## src/rtl/mem_bus_pkg.sv

```systemverilog
// Shared constants for the memory bus arbiter: FSM encodings, RW and grant codes.
package mem_bus_pkg;

    localparam int ADDR_W_DEF = 16;
    localparam int DATA_W_DEF = 16;

    localparam logic RW_READ  = 1'b1;
    localparam logic RW_WRITE = 1'b0;

    localparam logic GRANT_F = 1'b0;
    localparam logic GRANT_D = 1'b1;

    typedef logic [2:0] state_t;

    localparam state_t ST_IDLE    = 3'd0;
    localparam state_t ST_SETUP   = 3'd1;
    localparam state_t ST_STROBE  = 3'd2;
    localparam state_t ST_RELEASE = 3'd3;
    localparam state_t ST_DONE    = 3'd4;

endpackage

```

## src/rtl/mfc_sync.sv

```systemverilog
// Two-flop synchronizer bringing the memory's MFC handshake into the clk domain.
module mfc_sync (
    input  logic i_clk,
    input  logic i_rst,
    input  logic i_d,
    output logic o_q
);

    logic r_meta;
    logic r_sync;

    always_ff @(posedge i_clk or posedge i_rst) begin
        if (i_rst) begin
            r_meta <= 1'b0;
            r_sync <= 1'b0;
        end else begin
            r_meta <= i_d;
            r_sync <= r_meta;
        end
    end

    assign o_q = r_sync;

endmodule

```

## src/rtl/mem_bus_arbiter.sv

```systemverilog
// Round-robin sharing of the EN/RW/MFC memory handshake between fetch (F) and data (D).
//   state   | meaning
//   IDLE    | arbitrate pending requests, latch the winner's bus values
//   SETUP   | address/RW/data settle on the bus, EN low
//   STROBE  | EN high, wait for synchronized MFC or timeout
//   RELEASE | EN low, wait for MFC to drop or timeout
//   DONE    | one-cycle ack (and err) to the granted requester
module mem_bus_arbiter
    import mem_bus_pkg::*;
#(
    parameter int ADDR_W         = ADDR_W_DEF,
    parameter int DATA_W         = DATA_W_DEF,
    parameter int TIMEOUT_CYCLES = 16
) (
    input  logic              clk,
    input  logic              reset,
    input  logic              f_req,
    input  logic [ADDR_W-1:0] f_addr,
    output logic              f_ack,
    output logic [DATA_W-1:0] f_rdata,
    input  logic              d_req,
    input  logic              d_rw,
    input  logic [ADDR_W-1:0] d_addr,
    input  logic [DATA_W-1:0] d_wdata,
    output logic              d_ack,
    output logic [DATA_W-1:0] d_rdata,
    output logic              err,
    output logic              busy,
    output logic [ADDR_W-1:0] MAR_to_MEM,
    output logic [DATA_W-1:0] MDR_to_MEM,
    output logic              EN,
    output logic              RW,
    input  logic [DATA_W-1:0] MEM_to_MDR,
    input  logic              MFC
);

    localparam int                CNT_W    = $clog2(TIMEOUT_CYCLES + 1);
    localparam logic [CNT_W-1:0] TMO_LAST = CNT_W'(TIMEOUT_CYCLES - 1);

    state_t            r_state;
    logic              r_grant;
    logic              r_last;
    logic              r_tmo;
    logic [CNT_W-1:0]  r_cnt;
    logic              r_en;
    logic              r_rw;
    logic [ADDR_W-1:0] r_mar;
    logic [DATA_W-1:0] r_mdr;
    logic [DATA_W-1:0] r_f_rdata;
    logic [DATA_W-1:0] r_d_rdata;
    logic              r_f_ack;
    logic              r_d_ack;
    logic              r_err;

    logic w_mfc_s;
    logic w_cnt_last;
    logic w_pick_d;

    mfc_sync u_mfc_sync (
        .i_clk (clk),
        .i_rst (reset),
        .i_d   (MFC),
        .o_q   (w_mfc_s)
    );

    assign w_cnt_last = (r_cnt == TMO_LAST);
    // D wins when alone, or on contention when F was served last
    assign w_pick_d   = d_req && (!f_req || (r_last == GRANT_F));

    always_ff @(posedge clk or posedge reset) begin
        if (reset) begin
            r_state   <= ST_IDLE;
            r_grant   <= GRANT_F;
            r_last    <= GRANT_D;
            r_tmo     <= 1'b0;
            r_cnt     <= '0;
            r_en      <= 1'b0;
            r_rw      <= 1'b0;
            r_mar     <= '0;
            r_mdr     <= '0;
            r_f_rdata <= '0;
            r_d_rdata <= '0;
            r_f_ack   <= 1'b0;
            r_d_ack   <= 1'b0;
            r_err     <= 1'b0;
        end else begin
            r_f_ack <= 1'b0;
            r_d_ack <= 1'b0;
            r_err   <= 1'b0;
            case (r_state)
                ST_IDLE: begin
                    if (f_req || d_req) begin
                        r_grant <= w_pick_d ? GRANT_D : GRANT_F;
                        r_last  <= w_pick_d ? GRANT_D : GRANT_F;
                        r_mar   <= w_pick_d ? d_addr : f_addr;
                        r_rw    <= w_pick_d ? d_rw : RW_READ;
                        if (w_pick_d) begin
                            r_mdr <= d_wdata;
                        end
                        r_state <= ST_SETUP;
                    end
                end
                ST_SETUP: begin
                    r_en    <= 1'b1;
                    r_cnt   <= '0;
                    r_state <= ST_STROBE;
                end
                ST_STROBE: begin
                    if (w_mfc_s) begin
                        if (r_rw == RW_READ) begin
                            if (r_grant == GRANT_D) r_d_rdata <= MEM_to_MDR;
                            else                    r_f_rdata <= MEM_to_MDR;
                        end
                        r_en    <= 1'b0;
                        r_cnt   <= '0;
                        r_state <= ST_RELEASE;
                    end else if (w_cnt_last) begin
                        r_tmo   <= 1'b1;
                        r_en    <= 1'b0;
                        r_cnt   <= '0;
                        r_state <= ST_RELEASE;
                    end else begin
                        r_cnt <= r_cnt + 1'b1;
                    end
                end
                ST_RELEASE: begin
                    if (!w_mfc_s || w_cnt_last) begin
                        // MFC still high here means the release itself timed out
                        r_f_ack <= (r_grant == GRANT_F);
                        r_d_ack <= (r_grant == GRANT_D);
                        r_err   <= r_tmo | w_mfc_s;
                        r_state <= ST_DONE;
                    end else begin
                        r_cnt <= r_cnt + 1'b1;
                    end
                end
                ST_DONE: begin
                    r_tmo   <= 1'b0;
                    r_state <= ST_IDLE;
                end
                default: r_state <= ST_IDLE;
            endcase
        end
    end

    assign f_ack      = r_f_ack;
    assign d_ack      = r_d_ack;
    assign err        = r_err;
    assign f_rdata    = r_f_rdata;
    assign d_rdata    = r_d_rdata;
    assign busy       = (r_state != ST_IDLE);
    assign MAR_to_MEM = r_mar;
    assign MDR_to_MEM = r_mdr;
    assign EN         = r_en;
    assign RW         = r_rw;

endmodule

```

## config.mk

```make
export PLATFORM = sky130hd
export DESIGN_NAME = mem_bus_arbiter
export DESIGN_NICKNAME = d
export VERILOG_FILES = /design/src/rtl/mem_bus_pkg.sv /design/src/rtl/mfc_sync.sv /design/src/rtl/mem_bus_arbiter.sv
export SDC_FILE = /design/constraint.sdc
export NUM_CORES = 1
export LEC_CHECK = 0
export CAP_MARGIN = 20
export CELL_PAD_IN_SITES_DETAIL_PLACEMENT = 2
export CELL_PAD_IN_SITES_GLOBAL_PLACEMENT = 2
export CORE_MARGIN = 2
export CORE_UTILIZATION = 28
export CTS_CLUSTER_DIAMETER = 40
export DETAILED_ROUTE_END_ITERATION = 10
export GPL_TIMING_DRIVEN = 0
export HOLD_SLACK_MARGIN = 0.03
export PLACE_DENSITY = 0.79
export RECOVER_POWER = 50
export SLEW_MARGIN = 0
export SYNTH_ARGS = -nofsm -noshare
export SYNTH_HDL_FRONTEND = slang
export SYNTH_SLANG_ARGS = --single-unit
```

## constraint.sdc

```tcl
create_clock -name clk -period 2.9 [get_ports clk]
set_clock_uncertainty 0.1 [all_clocks]
set_input_delay 0.435 -clock clk [delete_from_list [all_inputs] [get_ports clk]]
set_output_delay 0.435 -clock clk [all_outputs]
set_load 0.005 [all_outputs]
```

## Word level (Yosys, flattened, before mapping)

Index checks and enable logic that the tools add are counted.

- Register bits after elaboration: 82
- Bits in latches: 0
- RAM bits: 0
- Bits in read-only memories: 0
- Input bits: 70
- Word-level logic and storage cells: 74
- Memories: 0

- Add/sub/neg operators: 1
- $mul: 0
- Div/mod/pow operators: 0
- Magnitude comparators: 0
- Equality and inequality tests: 11
- Shift operators: 0
- Mux-type cells: 24
- Bitwise logic cells: 3
- Reductions and logical operators: 19

Operators with widths:

| operator | count |
|---|---|
| 2-to-1 mux 16 bit | 1 |
| 2-to-1 mux 5 bit | 3 |
| one-hot mux 5 bit (3 select lines) | 1 |
| 2-to-1 mux 1 bit | 12 |
| 2-to-1 mux 3 bit | 4 |
| one-hot mux 3 bit (4 select lines) | 1 |
| inequality test 2 bit (second input constant) | 5 |
| AND reduction 3 bit | 3 |
| AND reduction 4 bit | 2 |
| equality test 3 x 2 -> 1 bit (second input constant) | 2 |
| AND reduction 2 bit | 3 |
| nonzero test 3 bit | 2 |
| adder 5 x 1 -> 5 bit (second input constant) | 1 |
| equality test 5 x 4 -> 1 bit (second input constant) | 1 |
| one-hot mux 1 bit (2 select lines) | 2 |
| nonzero test 2 bit | 2 |
| equality test 3 x 1 -> 1 bit (second input constant) | 1 |
| equality test 3 bit (second input constant) | 1 |
| zero test 3 bit | 1 |
| logical OR 1 bit | 3 |
| inequality test 3 x 2 -> 1 bit (second input constant) | 1 |
| zero test 1 bit | 2 |
| inverter 1 bit | 2 |
| logical AND 1 bit | 1 |
| OR 1 bit | 1 |

## Logic depth before layout (Yosys ltp)

Gate-level depths: netlist of the first run.

- Word-level depth: 4
- Gate-level depth with buffers: 7
- Gate-level depth less buffers: 7

## Modules after synthesis

A second synthesis of the first run with hierarchy kept.

- Cells, all modules: 263
- Area, all modules: 3,434.5 µm²

By module, submodules not included:

| module | times used | cells an instance | area each (µm²) | sequential area each (µm²) |
|---|---|---|---|---|
| mem_bus_arbiter | 1 | 260 | 3,380.7 | 2,003.2 |
| mfc_sync | 1 | 3 | 53.8 | 50.0 |

## Worst setup path after synthesis of the first run

No wires, ideal clock.

- Path kind: register -> register
- Start point: register r_cnt[0]
- End point: register r_cnt[4]
- Data arrival time: 1.813 ns
- Data required time: 2.675 ns
- Slack: 0.862 ns
- Stages on the path, launching flop included: 8
- Buffers on the path: 0
- Period minus slack after synthesis: 2.038 ns
- Path through: dfrtp_1 -> ha_1 -> nand3_1 -> inv_1 -> ha_1 -> nand2b_1 -> a31oi_1 -> mux2_2

- Word-level cells in the longest chain between the ends: 4
- Elaborated cells on any way between the ends: 9

RTL lines:

| element | line | text |
|---|---|---|
| start: declaration | mem_bus_arbiter.sv:44 | `logic [CNT_W-1:0] r_cnt;` |
| start signal: assignment | mem_bus_arbiter.sv:123 | `r_cnt <= r_cnt + 1'b1;` |
| start signal: assignment | mem_bus_arbiter.sv:134 | `r_cnt <= r_cnt + 1'b1;` |
| adder 5 x 1 -> 5 bit / equality test 5 x 4 -> 1 bit (equally long branches) | mem_bus_arbiter.sv:123, mem_bus_arbiter.sv:134, mem_bus_arbiter.sv:66 |  |
| 2-to-1 mux 5 bit / logical OR 1 bit (equally long branches) | mem_bus_arbiter.sv:117, mem_bus_arbiter.sv:127 |  |
| 2-to-1 mux 5 bit / inequality test 2 bit (equally long branches) | - |  |
| one-hot mux 5 bit (3 select lines) / AND reduction 2 bit (equally long branches) | - |  |

Several ways; a longest one is shown, not always the timed one. The select of a mux whose other input is x is not followed.
A chain may end at the register's enable or synchronous reset.

## Worst setup path in the final report of the first run

Same ends and word-level chain as after synthesis.

==> out/qor.yml, run 1 <==
max-slew-margin-rel_pct: 25.0
required_ns: 3.02
syn2layout_area_growth_pct: 55.2
htreeDepth: 3
worstSetupPathType: "reg2reg"
drc_errors: 0
p_per_area_nw_per_um2: 1010
syn_nets: 315
routed_wl_um: 9940
drive_gt1_share_pct: 28.6
die-area_sq_um: 13400
firstDrtPassIters: 4
grt_pass1_vias: 2860
coreArea_sq_um: 12100
setup_violations: 0
ys_warn_count: 0
die_x_um: 116
grt_pass1_wl_um: 15300
start_kind: "register"
diodes: 0
via_per_inst: 4.48
ys.flop_type: "dfrtp_1"
grt_antenna_before_repair: 0
cts_resized: 0
tns_ns: 0
cts_setup_buffers: 0
synth_cell_types: 42
postSynthAreaPerCell_sq_um: 14.4
finalPower_mw: 5.47
final_nets: 466
finalHoldViolCount: 0
num_rows: 40
cts_max_path_buffers: 2
peakVddDrop_mv: 0.473
tightest_slew_ns: 1.12
synthCells: 242
slew_violations: 0
design_area_sq_um: 5430
wl_per_cell_um: 17.6
clock_latency_ns: 0.33
synth_edf_count: 0
io_buffer_count: 139
drtIter0Drc: 48
syn-cell-area_sq_um: 3500
grt_max_degree: 59
max_freq_ghz: 0.401
final_common_cell: "clkdlybuf4s50_1"
final_cell_mix: "105 x clkdlybuf4s50_1, 81 x dfrtp_1, 74 x mux2_2, 34 x dlygate4sd3_1, 10 x inv_1"
cts.reportedPaths.clkPinSlew_ns: 0.06
rsz0062_at_grt: "false"
track_usage_pct: 15.0
cts.sinks: 82
period_minus_slack_ns: 2.49
gp_congestion: 0.784
cts_buffers: 9
cts_tree: "yes"
hold_class: "reg2reg"
power_leakage_nw: 2.27
maxCapViolations: 0
worstPathArrival_ns: 2.61
timing.final.crit_share_pct: 86.0
io_pins: 140
holdBufCountCts: 0
ys_seq_area_share_pct: 58.7
status: "finished clean"
die_y_um: 116
end_kind: "register"
async_flop_share_pct: 100
placed_area_sq_um: 5130
grt-ovfl-total: 0
clock_tree.root_cell: "clkbuf_16"
whs_ns: 0.247
dpl.hpwl_um: 7340
ys_seq_elements: 82
via_count: 2535
worstPathMaxFanout: 9
initial_core_util_pct: 28.9
ant_nets: 0
## layer usage
| metal | GRT usage (%) | vias up | share of wire, % |
|---|---|---|---|
| met2 | 27.0 | 102 | 51 |
| met3 | 5.96 | 11 | 9.8 |
| met5 | 0 | - | 0 |
| li1 | - | 1155 | - |
| met1 | 16.5 | 1267 | 38 |
| met4 | 4.29 | 0 | 1.2 |
## synth_stat cells, drive strengths merged (2+ instances only)
library cell,instances,area (sq um)
buf,8,53.8
inv,11,41.3
nand2b,5,38.8
a21oi,4,20.0
dfrtp,81,2030
o21ai,5,25.0
ha,3,37.5
o22ai,2,12.5
or3,3,23.8
nand2,4,15.0
nor2,10,45.0
nand3,4,30.0
mux2,81,938
## critical path, stage by stage, from the launching register on
cell and delay [ns]:
dfrtp_1 0.45, ha_1 0.28, nand3_1 0.13, inv_1 0.05, ha_1 0.27, nand2b_1 0.23, a31oi_1 0.46, mux2_2 0.39
## cell families after synthesis
kind of cell	after synthesis	synth area share, %
adder cells (fa/ha/maj)	3	1.07
AO/OA/AOI/OAI	21	4.08
multiplexers	81	26.8
AND/OR/NAND/NOR	34	6.19
buffers and inverters	20	2.83
flip-flops	82	58.7
XOR/XNOR	1	0.251
## layout make-up
class	instances	area [sq um]
inverter	11	42.5
clock inverter	6	90.1
tap	168	210
timing repair buffer	140	1400
multi-input combinational	140	1340
clock buffer	10	229
sequential	82	2050
fill	1199	6690
buffer	9	57.6
## power by group
part	switching [mW]	internal, mW
Sequential	0.301	1.68
Clock	0.461	0.757
Combinational	0.818	1.45
Total	1.58	3.89
## flip-flops by register name, summed over array words and instances, names as in the netlist
register / count
MDR_to_MEM: 16
u_mfc_sync.r_meta: 1
RW: 1
MAR_to_MEM: 16
r_tmo: 1
EN: 1
u_mfc_sync.o_q: 1
d_rdata: 16
r_grant: 1
f_rdata: 16
err: 1
r_state: 3
d_ack: 1
f_ack: 1
r_cnt: 5
r_last: 1
## stage by stage
stage	utilization, %	worst slack (ns)	std cells
floorplan	-	0.258	242
global placement	42.1	-1.12	549
detailed placement	42.3	0.253	550
CTS	45.0	0.422	566
global route	44.8	0.301	566
finish	44.8	0.406	566
## worst paths after layout
check / start / end / slack [ns] / depth (start not counted)
max in group asynchronous: reset / MAR_to_MEM[0]$_DFFE_PP0P_ / 0.63 / 3
min in group asynchronous: reset / f_rdata[4]$_DFFE_PP0P_ / 0.69 / 2
worst min-delay path: u_mfc_sync.r_meta$_DFF_PP0_ / u_mfc_sync.o_q$_DFF_PP0_ / 0.25 / 0
worst max register to register: r_cnt[0]$_DFFE_PP0P_ / r_cnt[4]$_DFFE_PP0P_ / 0.41 / 7
worst min register to register: u_mfc_sync.r_meta$_DFF_PP0_ / u_mfc_sync.o_q$_DFF_PP0_ / 0.25 / 0
worst max-delay path: r_cnt[0]$_DFFE_PP0P_ / r_cnt[4]$_DFFE_PP0P_ / 0.41 / 7
Power figures use the tool's default switching activity.
==> run 2, diff against run 1 <==
--- a/config.mk
+++ b/config.mk
@@ -5,7 +5,6 @@
 export SDC_FILE = /design/constraint.sdc
 export NUM_CORES = 1
 export LEC_CHECK = 0
-export CAP_MARGIN = 20
 export CELL_PAD_IN_SITES_DETAIL_PLACEMENT = 2
 export CELL_PAD_IN_SITES_GLOBAL_PLACEMENT = 2
 export CORE_MARGIN = 2
==> results of run 2 <==
The final DEF is identical to that of run 1; final timing and power are the same.
